$ cat config.mk
export PLATFORM = sky130hd
export DESIGN_NAME = stream_distributor
export DESIGN_NICKNAME = d
export VERILOG_FILES = /design/src/rtl/stream_distributor_pkg.sv /design/src/rtl/stream_distributor_fifo.sv /design/src/rtl/stream_distributor.sv
export SDC_FILE = /design/constraint.sdc
export NUM_CORES = 1
export LEC_CHECK = 0
export ABC_AREA = 1
export CORE_MARGIN = 2
export CORE_UTILIZATION = 30
export CTS_BUF_LIST = sky130_fd_sc_hd__clkbuf_16
export CTS_CLUSTER_DIAMETER = 30
export DETAILED_ROUTE_END_ITERATION = 12
export HOLD_SLACK_MARGIN = 0.08
export PLACE_DENSITY = 0.59
export SLEW_MARGIN = 10
export SYNTH_ARGS = -nofsm -noshare
export SYNTH_HDL_FRONTEND = slang
export SYNTH_SLANG_ARGS = --single-unit
$ cat constraint.sdc
create_clock -name clk -period 3.2 [get_ports clk]
set_input_delay 0.64 -clock clk [delete_from_list [all_inputs] [get_ports clk]]
set_output_delay 0.64 -clock clk [all_outputs]
set_load 0.005 [all_outputs]
$ cat src/rtl/stream_distributor_pkg.sv
// Shared types and constants for the stream_distributor slice.
// Imported by stream_distributor_fifo and stream_distributor.
package hierInclude_package;

    typedef enum logic {
        DIST_RR    = 1'b0,
        DIST_BCAST = 1'b1
    } dist_mode_e;

    localparam int DIST_MAX_OUT = 8;
    localparam int DIST_CNT_W   = 16;

    // Default beat payload carried between the producer and consumer blocks.
    typedef logic [7:0] aSt;

    // Saturating increment used by the delivered-beat counters.
    function automatic logic [DIST_CNT_W-1:0] sat_inc(input logic [DIST_CNT_W-1:0] v);
        return (v == {DIST_CNT_W{1'b1}}) ? v : v + 1'b1;
    endfunction

endpackage

$ cat src/rtl/stream_distributor_fifo.sv
// Single-clock FIFO used as the per-output buffer of stream_distributor.
// Head is forced to zero while empty so stale storage never shows on out_data.
module stream_distributor_fifo
    import hierInclude_package::*;
#(
    parameter type data_t = aSt,
    parameter int  DEPTH  = 2
) (
    input  logic  clk,
    input  logic  rst_n,
    input  logic  push,
    input  data_t wdata,
    input  logic  pop,
    output logic  full,
    output logic  empty,
    output data_t head
);

    localparam int PTR_W = $clog2(DEPTH);
    localparam int CNT_W = $clog2(DEPTH + 1);

    data_t            mem [DEPTH];
    logic [PTR_W-1:0] wr_ptr;
    logic [PTR_W-1:0] rd_ptr;
    logic [CNT_W-1:0] count;
    logic             do_push;
    logic             do_pop;

    assign full    = (count == CNT_W'(DEPTH));
    assign empty   = (count == '0);
    assign do_push = push && !full;
    assign do_pop  = pop && !empty;

    always_ff @(posedge clk or negedge rst_n) begin
        if (!rst_n) begin
            wr_ptr <= '0;
            rd_ptr <= '0;
            count  <= '0;
        end else begin
            if (do_push) wr_ptr <= wr_ptr + 1'b1;
            if (do_pop)  rd_ptr <= rd_ptr + 1'b1;
            case ({do_push, do_pop})
                2'b10:   count <= count + 1'b1;
                2'b01:   count <= count - 1'b1;
                default: count <= count;
            endcase
        end
    end

    // NOTE: storage is deliberately not reset; validity comes from count, and
    // the head mux below hides whatever the array holds after reset.
    always_ff @(posedge clk) begin
        if (do_push) mem[wr_ptr] <= wdata;
    end

    assign head = empty ? '0 : mem[rd_ptr];

endmodule

$ cat src/rtl/stream_distributor.sv
// One-to-NUM_OUT rdy/vld distributor, round-robin or broadcast per MODE.
// Optional per-output pop counters are built when STREAM_DISTRIBUTOR_STATS_EN is defined.
module stream_distributor
    import hierInclude_package::*;
#(
    parameter type        data_t  = aSt,
    parameter int         NUM_OUT = 2,
    parameter int         DEPTH   = 2,
    parameter dist_mode_e MODE    = DIST_RR
) (
    input  logic                                    clk,
    input  logic                                    rst_n,
    input  logic                                    in_vld,
    output logic                                    in_rdy,
    input  logic [$bits(data_t)-1:0]                in_data,
    output logic [NUM_OUT-1:0]                      out_vld,
    input  logic [NUM_OUT-1:0]                      out_rdy,
    output logic [NUM_OUT-1:0][$bits(data_t)-1:0]   out_data,
    output logic [NUM_OUT-1:0][DIST_CNT_W-1:0]      out_beats
);

    localparam int PTR_W = $clog2(NUM_OUT);

    logic [NUM_OUT-1:0] push;
    logic [NUM_OUT-1:0] pop;
    logic [NUM_OUT-1:0] full;
    logic [NUM_OUT-1:0] empty;
    logic [PTR_W-1:0]   rr_ptr;
    logic               space_ok;
    logic               live_q;
    logic               accept;

    // Holds in_rdy low during reset and releases it on the first edge after.
    always_ff @(posedge clk or negedge rst_n) begin
        if (!rst_n) live_q <= 1'b0;
        else        live_q <= 1'b1;
    end

    assign in_rdy  = live_q && space_ok;
    assign accept  = in_vld && in_rdy;
    assign out_vld = ~empty;
    assign pop     = out_vld & out_rdy;

    generate
        if (MODE == DIST_RR) begin : g_rr
            always_ff @(posedge clk or negedge rst_n) begin
                if (!rst_n) begin
                    rr_ptr <= '0;
                end else if (accept) begin
                    rr_ptr <= (rr_ptr == PTR_W'(NUM_OUT - 1)) ? '0 : rr_ptr + 1'b1;
                end
            end

            // NOTE: every always_comb output gets a default first so no latch
            // can be inferred for the unselected channels.
            always_comb begin
                space_ok = 1'b0;
                push     = '0;
                for (int i = 0; i < NUM_OUT; i++) begin
                    if (rr_ptr == PTR_W'(i)) begin
                        space_ok = !full[i];
                        push[i]  = accept;
                    end
                end
            end
        end else begin : g_bcast
            assign rr_ptr   = '0;
            assign space_ok = ~|full;
            assign push     = {NUM_OUT{accept}};
        end
    endgenerate

    generate
        for (genvar i = 0; i < NUM_OUT; i++) begin : g_out
            stream_distributor_fifo #(
                .data_t (data_t),
                .DEPTH  (DEPTH)
            ) u_fifo (
                .clk   (clk),
                .rst_n (rst_n),
                .push  (push[i]),
                .wdata (in_data),
                .pop   (pop[i]),
                .full  (full[i]),
                .empty (empty[i]),
                .head  (out_data[i])
            );
        end
    endgenerate

`ifdef STREAM_DISTRIBUTOR_STATS_EN
    generate
        for (genvar i = 0; i < NUM_OUT; i++) begin : g_stats
            logic [DIST_CNT_W-1:0] beats_q;

            // NOTE: sequential state uses non-blocking assignments only.
            always_ff @(posedge clk or negedge rst_n) begin
                if (!rst_n)      beats_q <= '0;
                else if (pop[i]) beats_q <= sat_inc(beats_q);
            end

            assign out_beats[i] = beats_q;
        end
    endgenerate
`else
    assign out_beats = '0;
`endif

endmodule

# [After elaboration in Yosys (flattened, before gate mapping)]
# Memory sizes are Yosys's and may differ from the RTL's.
# Index checks and enable logic that the tools add are counted.
[word_totals] reg_bits=10 ramBits=32 in_bits=13 output_inout_bits=51 elab_cells=53 memories=2
[mem_list] name="g_out[0].u_fifo.mem" words=2 width=8 read_ports=1 rd_ports_with_merged_regs=0 write_ports=1 line="stream_distributor_fifo.sv:22" text="data_t mem [DEPTH];"
[mem_list] name="g_out[1].u_fifo.mem" words=2 width=8 read_ports=1 rd_ports_with_merged_regs=0 write_ports=1 line="stream_distributor_fifo.sv:22"
[op_classes] addsub=9 n_eq_ne=6 n_mux=12 bitwise=2 reduce_logical=14
[ops] operator="2-to-1 mux 8 bit" n=2
[ops] operator="equality test 2 bit (second input constant)" n=4
[ops] operator="2-to-1 mux 1 bit" n=8
[ops] operator="case mux 2 bit (2 select lines)" n=2
[ops] operator="logical AND 1 bit" n=6
[ops] operator="adder 1 bit (second input constant)" n=5
[ops] operator="adder 2 x 1 -> 2 bit (second input constant)" n=2
[ops] operator="equality test 2 x 1 -> 1 bit (second input constant)" n=2
[ops] operator="zero test 1 bit" n=4
[ops] operator="zero test 2 bit" n=2
[ops] operator="nonzero test 2 bit" n=2
[ops] operator="subtractor 2 x 1 -> 2 bit (second input constant)" n=2
[ops] operator="AND 2 bit" n=1
[ops] operator="inverter 2 bit" n=1

# [Depth between registers and ports, before layout]
[depth] word_depth=9 ltp_mapped=9 ltp_nobuf=9

# [Modules after synthesis]
# Synthesis repeated with hierarchy kept, for this count alone.
[unflattened] cells_unflattened=203 area_unflattened_um2=2039.5
[by_module_without_submodules] module="stream_distributor_fifo" n_inst=2 cells_each=74 area_per_inst_um2=829.5 seq_area_each_um2=580.6
[by_module_without_submodules] module="stream_distributor" n_inst=1 cells_each=55 area_per_inst_um2=380.4 seq_area_each_um2=50.0

# [Worst setup path after synthesis]
# Ideal clock, no wire load.
[synth_timing] kind="input port to flip-flop" from="in in_vld" to="mem g_out[0].u_fifo.mem[1][0] in the netlist's numbering, enable pin" setup_time_ns=0.370 arrival_ns=1.190 required_time_ns=2.830 slack_ns=1.640 cell_stages=2 path_buffers=0 cell_sequence="nand4_2 -> nor2_1"
[synth_via] elab_chain_cells=5
[synth_lines] item="start: declaration" line="stream_distributor.sv:13" text="input logic in_vld,"
[synth_lines] item="logical AND 1 bit" line="stream_distributor.sv:40" text="assign accept = in_vld && in_rdy;"
[synth_lines] item="2-to-1 mux 1 bit" line="stream_distributor.sv:60" text="if (rr_ptr == PTR_W'(i)) begin"
[synth_lines] item="logical AND 1 bit" line="stream_distributor_fifo.sv:31" text="assign do_push = push && !full;"
[synth_lines] item="2-to-1 mux 1 bit" line="stream_distributor_fifo.sv:53" text="if (do_push) mem[wr_ptr] <= wdata;"
[synth_lines] item="2-to-1 mux 1 bit (implied by the code)" line="stream_distributor_fifo.sv:53"
[synth_lines] item="end: declaration" line="stream_distributor_fifo.sv:22"
# Every way passes these cells.

==> summary.md <==
| Metric | Value |
|---|---|
| Outcome | completed |
| RSZ-0062 raised after global routing | false |
| Clock sink count | 42 |
| Top-count cell post-synth | nand2_1 |
| Total wire length | 3230 um |
| Final setup viols | 0 |
| WHS | around 0.47 ns |
| Gate Count Post-Synth | 176 |
| Top_reg_cell synth | edfxtp_1 |
| Final RePlAce weighted congestion | approximately 0.69 |
| Lkg Pwr | about 1 nW |
| Largest cells by area after synthesis | edfxtp_1 49%, dfrtp_1 13%, buf_4 12% |
| Critical Path Start Type | register |
| Slew HR | 55.6% |
| CP bufs+invs | 2 |
| Synth area leader | edfxtp_1 |
| Fin util | around 38% |
| Placed Instance Area | around 0.0022 mm2 |
| Hold Violations, Final | 0 |
| Clk slew on worst S/H paths | roughly 0.060 ns |
| Gr ovfl total | 0 |
| Clk Latency, worst-skew pair | between 0.2 and 0.3 ns |
| Comb pwr share | around 34% |
| Critical path, cell by cell | inv_1, nand2_1, a21oi_1, clkdlybuf4s50_1 |
| CP max stage delay | roughly 0.53 ns |
| Max IR drop VDD | 0.357 mV |
| Critical Path RT | roughly 2.6 ns |
| Post-CTS Resized | 0 |
| Flop pwr share | approximately two fifths |
| Core area | about 0.0063 mm2 |
| Sw Ratio | 30.9% |
| Fmax | between 0.4 and 0.5 GHz |
| I/O pin total | 64 |
| Max FO, Critical Path | 10 |
| Largest net degree at the start of global routing | 15 |
| # diodes | 0 |
| Multi-input gate area | 556 um2 |
| Die X | ~85 um |
| Via Count | around 1200 |
| Warnings from Yosys | 0 |
| Vias in the first global route | 1127 |
| Fin Setup TNS | 0 ns |
| Sequential cell area | roughly 0.0012 mm2 |
| Hold bufs inserted after CTS | 0 |
| Initial antenna violation count | 0 |
| Drt pass-1 iters | 4 |
| CP top delay family | buffers and inverters |
| DR vias/cell | 4.00 |
| Post-CTS setup buffers | 0 |
| Top cells by count, synth | 40 x nand2_1, 32 x buf_4, 32 x edfxtp_1 |
| Max-Cap Viols | 0 |
| Hold crit path type | register to register |
| Synthesis-to-finish area growth | 22.7% |
| Syn avg cell area | approximately 11 um2 |
| Layout cells sized above 1 | between 8 and 9% |
| Max Slew Vio Count | 0 |
| Slew @ Worst Pin | around 0.66 ns |
| Psw | about 0.64 mW |
| Drt initial violations | 47 |
| WL/cell | 11.2 um |
| CTS root buf | clkbuf_16 |
| CTS tree | built |
| Clock Skew | approximately 0.0036 ns |
| CTS H-tree lvls | 2 |
| Inserted Clock Buffers | 5 |
| Synth unique cells | 19 |
| Cell Area, Synth | approximately 0.0020 mm2 |
| Finished Cell Area | 0.00240 mm2 |
| Critical path type | register to output pin |
| Clk buf depth | 2 |
| Post-synth top area share | around half |
| Final Cycle Share | 76.8% |
| CP Capture Type | output pin |
| Seq/Total Area, Yosys | just over 60% |
| Num rows | 29 |
| GRT Util Overall | under 10% |
| Hpwl dp | between 2000 and 2500 um |
| # DRC | 0 |
| Cell Pwr Density | approximately 870 mW/mm2 |
| Post-synth EDFFs | 32 |
| DIE AREA | about 0.007 mm2 |
| Data arrival time of the worst path | 1.82 ns |
| Die Y-Extent | approximately 85 um |
| Fillers | 642 |
| PortBufs | 31 |
| CP max-delay cell | clkdlybuf4s50_1 |
| Synth async-reset ratio | a little under a quarter |
| Fin crit period | about 2.5 ns |
| Clk pwr share | 27.5% |
| First-pass GRT wire length | around 5600 um |
| Count of state elements after synthesis | 42 |
| Nets@finish | between 200 and 250 |
| Post-route ant nets | 0 |
| Initial Util | between 30 and 40% |
| P_int | between 1 and 1.5 mW |
cell type report:
class                      instances  share of cell area, %
clock inverter                     3                   1.88
timing repair buffer              31                   13.0
multi-input combinational        117                   23.2
tap                               77                   4.02
inverter                          14                   2.19
sequential                        42                   50.5
clock buffer                       5                   5.22
routing by layer:
metal	wire, um	vias up	GRT usage, %
met2	1380	55	14.9
met1	1550	513	13.4
li1	-	581	-
met3	245	6	3.74
met4	52	0	3.46
met5	0	-	0
sequential cells by signal (all words and copies together), names as in the netlist:
signal               flops
rr_ptr                   1
g_out.u_fifo.mem        32
g_out.u_fifo.rd_ptr      2
live_q                   1
g_out.u_fifo.count       4
g_out.u_fifo.wr_ptr      2
worst paths after layout:
path	from	endpoint	slack (ns)	cells after the start
worst max register to register	g_out[0].u_fifo.count[0]	g_out[1].u_fifo.mem[1][0]	1.47	6
worst min register to register	g_out[1].u_fifo.wr_ptr	g_out[1].u_fifo.wr_ptr	0.47	2
worst min-delay path	g_out[1].u_fifo.wr_ptr	g_out[1].u_fifo.wr_ptr	0.47	2
worst max-delay path	g_out[1].u_fifo.rd_ptr	out_data[11]	0.74	4
min in group asynchronous	rst_n	live_q	0.69	1
max in group asynchronous	rst_n	rr_ptr	2.19	1
through the flow:
stage	total power, mW	setup slack, ns	cells
detailed placement	1.53	0.813	281
global placement	1.52	0.917	281
CTS	2.10	0.684	289
floorplan	1.19	1.64	207
finish	2.08	0.743	289
global route	2.23	0.568	289
logic make-up after synthesis:
logic type,after synthesis,synth area share (%)
other cells,2,0.385
simple gates,54,12.3
compound gates,21,5.38
fa+ha+maj,2,1.28
flops,42,62.0
buf+inv,48,15.5
xor+xnor,7,3.14
worst reg2reg max path: stages (launching register included):
cell     delay [ns]
dfrtp_1        0.43
inv_1          0.08
nand2_1        0.09
nand2_1        0.06
nand2_1        0.06
nand4_2        0.11
nor2_1         0.54
cells in the final DEF, fill, tap and decap left out:
cell type and instances:
inv_2 2, a21oi_1 18, bufinv_16 1, xnor2_1 4, nor2_2 4, nand4_2 2
nor2_1 4, clkbuf_16 5, conb_1 33, inv_1 12, dfrtp_1 10, edfxtp_1 32
nand2_1 40, xor2_1 3, clkdlybuf4s50_1 31, o21ai_0 2, clkinvlp_4 2, nand3_2 1
nand3_1 3, o21ai_1 1, ha_1 2
power groups by stage:
| stage | Combinational [mW] | Clock [mW] | Sequential [mW] |
|---|---|---|---|
| floorplan | 0.434 | 0 | 0.759 |
| detailed placement | 0.720 | 0 | 0.813 |
| CTS | 0.726 | 0.575 | 0.802 |
| global placement | 0.713 | 0 | 0.807 |
| global route | 0.811 | 0.603 | 0.821 |
| finish | 0.707 | 0.570 | 0.799 |
(Power assumes the default switching activity.)
